===== config.mk =====
export PLATFORM = sky130hd
export DESIGN_NAME = fetch_queue
export DESIGN_NICKNAME = d
export VERILOG_FILES = /design/src/rtl/fetch_queue.sv
export SDC_FILE = /design/constraint.sdc
export NUM_CORES = 1
export LEC_CHECK = 0
export CAP_MARGIN = 0
export CORE_UTILIZATION = 25
export CTS_BUF_LIST = sky130_fd_sc_hd__clkbuf_4
export DETAILED_ROUTE_END_ITERATION = 10
export GPL_TIMING_DRIVEN = 0
export PLACE_DENSITY = 0.53
export SYNTH_ARGS = -nofsm -noshare
export SYNTH_HDL_FRONTEND = slang
export SYNTH_SLANG_ARGS = --single-unit

===== constraint.sdc =====
create_clock -name clk -period 2.9 [get_ports clk]
set_input_delay 0.87 -clock clk [delete_from_list [all_inputs] [get_ports clk]]
set_output_delay 0.87 -clock clk [all_outputs]
set_load 0.05 [all_outputs]

===== src/rtl/fetch_queue.sv =====
// Instruction fetch buffer: an in-order FIFO of {PC, PC+4, instruction} triples between fetch
// and decode, with a valid/ready handshake on both sides and a synchronous redirect flush.
module fetch_queue #(
  parameter int unsigned WIDTH = 32,
  parameter int unsigned DEPTH = 4
) (
  input  logic                     clk,
  input  logic                     rst,
  input  logic                     flush,
  input  logic                     in_valid,
  output logic                     in_ready,
  input  logic [WIDTH-1:0]         in_pc,
  input  logic [WIDTH-1:0]         in_pcplus4,
  input  logic [WIDTH-1:0]         in_instr,
  output logic                     out_valid,
  input  logic                     out_ready,
  output logic [WIDTH-1:0]         out_pc,
  output logic [WIDTH-1:0]         out_pcplus4,
  output logic [WIDTH-1:0]         out_instr,
  output logic                     out_misalign,
  output logic [$clog2(DEPTH):0]   count
);

  localparam int unsigned PtrW = $clog2(DEPTH);
  localparam int unsigned CntW = PtrW + 1;

  typedef struct packed {
    logic [WIDTH-1:0] pc;
    logic [WIDTH-1:0] pcplus4;
    logic [WIDTH-1:0] instr;
    logic             misalign;
  } entry_t;

  entry_t          mem_q [DEPTH];
  entry_t          mem_d [DEPTH];
  logic [PtrW-1:0] wr_ptr_q, wr_ptr_d;
  logic [PtrW-1:0] rd_ptr_q, rd_ptr_d;
  logic [CntW-1:0] count_q, count_d;
  logic            push, pop;

  // Handshake flags come only from the registered count, so there is no in->out path.
  assign in_ready  = (count_q != CntW'(DEPTH));
  assign out_valid = (count_q != '0);

  assign push = in_valid & in_ready & ~flush;
  assign pop  = out_valid & out_ready & ~flush;

  always_comb begin
    wr_ptr_d = wr_ptr_q;
    rd_ptr_d = rd_ptr_q;
    count_d  = count_q;
    mem_d    = mem_q;
    if (flush) begin
      // Storage is left intact; only the pointers and occupancy are discarded.
      wr_ptr_d = '0;
      rd_ptr_d = '0;
      count_d  = '0;
    end else begin
      if (push) begin
        mem_d[wr_ptr_q] = '{pc:       in_pc,
                            pcplus4:  in_pcplus4,
                            instr:    in_instr,
                            misalign: |in_pc[1:0]};
        wr_ptr_d = wr_ptr_q + PtrW'(1);
      end
      if (pop) begin
        rd_ptr_d = rd_ptr_q + PtrW'(1);
      end
      if (push && !pop) begin
        count_d = count_q + CntW'(1);
      end else if (!push && pop) begin
        count_d = count_q - CntW'(1);
      end
    end
  end

  always_ff @(posedge clk or negedge rst) begin
    if (!rst) begin
      wr_ptr_q <= '0;
      rd_ptr_q <= '0;
      count_q  <= '0;
      for (int i = 0; i < DEPTH; i++) begin
        mem_q[i] <= '0;
      end
    end else begin
      wr_ptr_q <= wr_ptr_d;
      rd_ptr_q <= rd_ptr_d;
      count_q  <= count_d;
      mem_q    <= mem_d;
    end
  end

  assign out_pc       = mem_q[rd_ptr_q].pc;
  assign out_pcplus4  = mem_q[rd_ptr_q].pcplus4;
  assign out_instr    = mem_q[rd_ptr_q].instr;
  assign out_misalign = mem_q[rd_ptr_q].misalign;
  assign count        = count_q;

endmodule


==> out/qor.yml <==
floorplan:
  rows: 96
  die_h_um: 265.1
  ioPinCount: 203
  start_util: 0.2524
  die_area_um2: 70300
  die_w_um: 265.1
  core_um2: 68590
route:
  wl_um: 45160
  ant_nets: 0
  vias: 10150
  via_per_inst: 4.301
  wl_per_cell_um: 19.14
  drt-initial-drc-count: 357
  drt_pass1_iterations: 4
  drcViolationCount: 0
run_status:
  violations: "setup timing"
  status: "finished, violations left"
setup_path:
  startpoint_type: "register"
  worstPathCellList: "buf_12 > buf_12 > buf_12 > buf_12 > mux4_2 > buf_6"
  critPathRequiredTime_ns: 2.03
  cp-end-kind: "primary output"
  rrSetupSlack_ns: 0.47
  crit_type: "register to primary output"
  critPathSlowestCell: "mux4_2"
  crit_path_max_incr_delay_ns: 0.51
  reg2reg_to: "mem_q[322]"
  r2r-start: "count[1]"
  cp_common_cell: "buf_12"
  r2r_cells: 8
  worstPathArrival_ns: 2.44
  crit_fanout: 9
global_route:
  grt_pass1_vias: 11530
  grt_max_degree: 114
  grt_pass1_wl_um: 70420
  antenna_found_initial: 6
  overflow: 0
  grt_util_all_layers: 0.1328
sta:
  relSlewSlack: 0.5576
  hold_violations: 0
  fmax_mhz: 302.0
  worst_pin_slew_ns: 0.6636
  fin_setup_tns_ns: -31.73
  finalCritPeriodShare: 1.142
  fin_crit_ns: 3.312
  final-max-slew-violation-count: 0
  worst_slack_ns: -0.4116
  rsz0062_at_grt: "yes"
  finalSetupViolCount: 97
  skew_ns: 0.05356
clocking:
  clockBufferDepth: 3
  cts.sinks: 395
  htree_levels: 3
  clock_latency_ns: 0.85
  cts_root_buf: "clkbuf_4"
  clk_pin_slew_ns: 0.07
  numCtsBuffers: 113
  cts_tree: "yes"
finish:
  fin_nets: 1442
  register_area_um2: 9886
  final_common_cell: "dfrtp_1"
  fill_cells: 6763
  synthToLayoutAreaGrowth_pct: 30.25
  layout_common_cells: "dfrtp_1, mux2_2, clkbuf_4"
  multi_input_area_um2: 7019
  layout-drive-gt1-share: 0.6038
flow_run:
  maxCapViolCount: 0
placed_design:
  portBuffers: 199
  gp_congestion: 0.6956
  hpwlAfterDp_um: 29340
synth:
  ys_types: 37
  ys_seq_area_frac: 0.5710
  yosys_warnings: 0
  avgSynthCellArea_um2: 17.29
  postSynth.asyncResetShare: 1.000
  synth_top_flop_cell: "dfrtp_1"
  synth-edff-count: 0
  yosys_register_bits: 395
  synth_cells: 1001
  syn_nets: 1107
  synth_area_um2: 17310
hold_path:
  min_from: "flush"
  hold_path_end: "wr_ptr_q[1]"
  hold_path_class: "input port to register"
  hold_depth: 2
pwr:
  peakVddDrop_v: 0.0005166
  total_power_mw: 24.27
  p_leak_nw: 9.830
  power-per-cell-area_nw_per_um2: 1077
[cell type report]
| type | instances | share of cell area |
|---|---|---|
| Timing Repair Buffer | 221 | 0.1066 |
| Multi-Input combinational cell | 530 | 0.3113 |
| Antenna cell | 8 | 0.0008879 |
| Buffer | 67 | 0.02669 |
| Inverter | 8 | 0.001332 |
| Clock inverter | 32 | 0.007103 |
| Sequential cell | 395 | 0.4385 |
| Tap cell | 931 | 0.05166 |
| Clock buffer | 168 | 0.05594 |
[state kept, by name (all words and copies together), names as in the netlist]
name / count
mem_q: 388
wr_ptr_q: 2
rd_ptr_q: 2
count: 3
[report_power, final]
group	internal, mW	leakage (nW)	switching (mW)
clock network	2.72	0.849	2.44
registers	7.56	4.97	0.942
logic	5.07	4.01	5.55
total	15.3	9.83	8.93
[cells in the mapped netlist (2+ instances only)]
library cell | number | area (um^2)
buf_2 | 42 | 210.2
mux2_4 | 30 | 450.4
mux4_2 | 97 | 2185
dfrtp_1 | 395 | 9884
nand3_1 | 2 | 10.01
inv_1 | 7 | 26.28
nand3_2 | 3 | 30.03
o31ai_1 | 2 | 15.01
buf_6 | 5 | 56.30
ha_1 | 4 | 50.05
clkbuf_1 | 10 | 37.54
o21ai_0 | 5 | 25.02
a21oi_1 | 2 | 10.01
buf_1 | 2 | 7.510
o211ai_1 | 2 | 15.01
xor2_1 | 2 | 17.52
nand2_1 | 2 | 7.510
buf_4 | 9 | 67.56
mux2_2 | 358 | 4031
nor2_1 | 5 | 18.77
[worst max-delay path by stage]
stage / endpoint / slack (ns) / from / depth (start not counted)
floorplan: out_pc[1] / 0.29 / rd_ptr_q[0] / 4
global placement: mem_q[183] / -16.49 / rst / 1
detailed placement: out_pcplus4[31] / -1.59 / rd_ptr_q[1] / 5
CTS: out_pc[7] / -0.64 / rd_ptr_q[0] / 5
global route: out_pc[12] / -0.60 / rd_ptr_q[0] / 6
finish: out_pc[12] / -0.41 / rd_ptr_q[0] / 6
[critical path: cells and delay by family, from the launching register on]
family / cells / cell delay (ns)
buffers and inverters: 5 / 0.71
DFF: 1 / 0.37
muxes: 1 / 0.51
[stage by stage]
step | cell area (um^2) | util | hold slack (ns) | setup slack, ns | std cells
2_1_floorplan | 17310 | - | 0.4738 | 0.2950 | 1001
3_3_place_gp | 20470 | 0.2984 | 0.4809 | -16.49 | 2131
3_5_place_dp | 20550 | 0.2997 | 0.4870 | -1.592 | 2134
4_1_cts | 22300 | 0.3251 | 0.1794 | -0.6389 | 2349
5_1_grt | 22540 | 0.3287 | 0.1981 | -0.6037 | 2359
6_report | 22550 | 0.3287 | 0.2924 | -0.4116 | 2360
[cell families after synthesis]
kind of cell,synth area share
AND/OR/NAND/NOR,0.007880
XOR/XNOR,0.001012
multiplexers,0.3857
flip-flops,0.5710
buffers and inverters,0.02364
adder cells (fa/ha/maj),0.004048
AO/OA/AOI/OAI,0.006722
[metal layers]
layer  part of all wire  routed length (um)  track usage  vias to the layer above
met3              0.078                3506      0.05258                       85
li1                   -                   -            -                     4514
met4              0.021                 932      0.04343                        8
met2               0.47               21190       0.2088                      241
met5             0.0012                  53            0                        -
met1               0.43               19480       0.1662                     5302
[repair_timing]
item,CTS,global route
pin swaps,1,1
setup endpoints to repair,102,98
resized for setup,713,63
hold endpoints to repair,76,0
setup buffers,15,3
hold buffers,1,0
(Power assumes the default switching activity.)
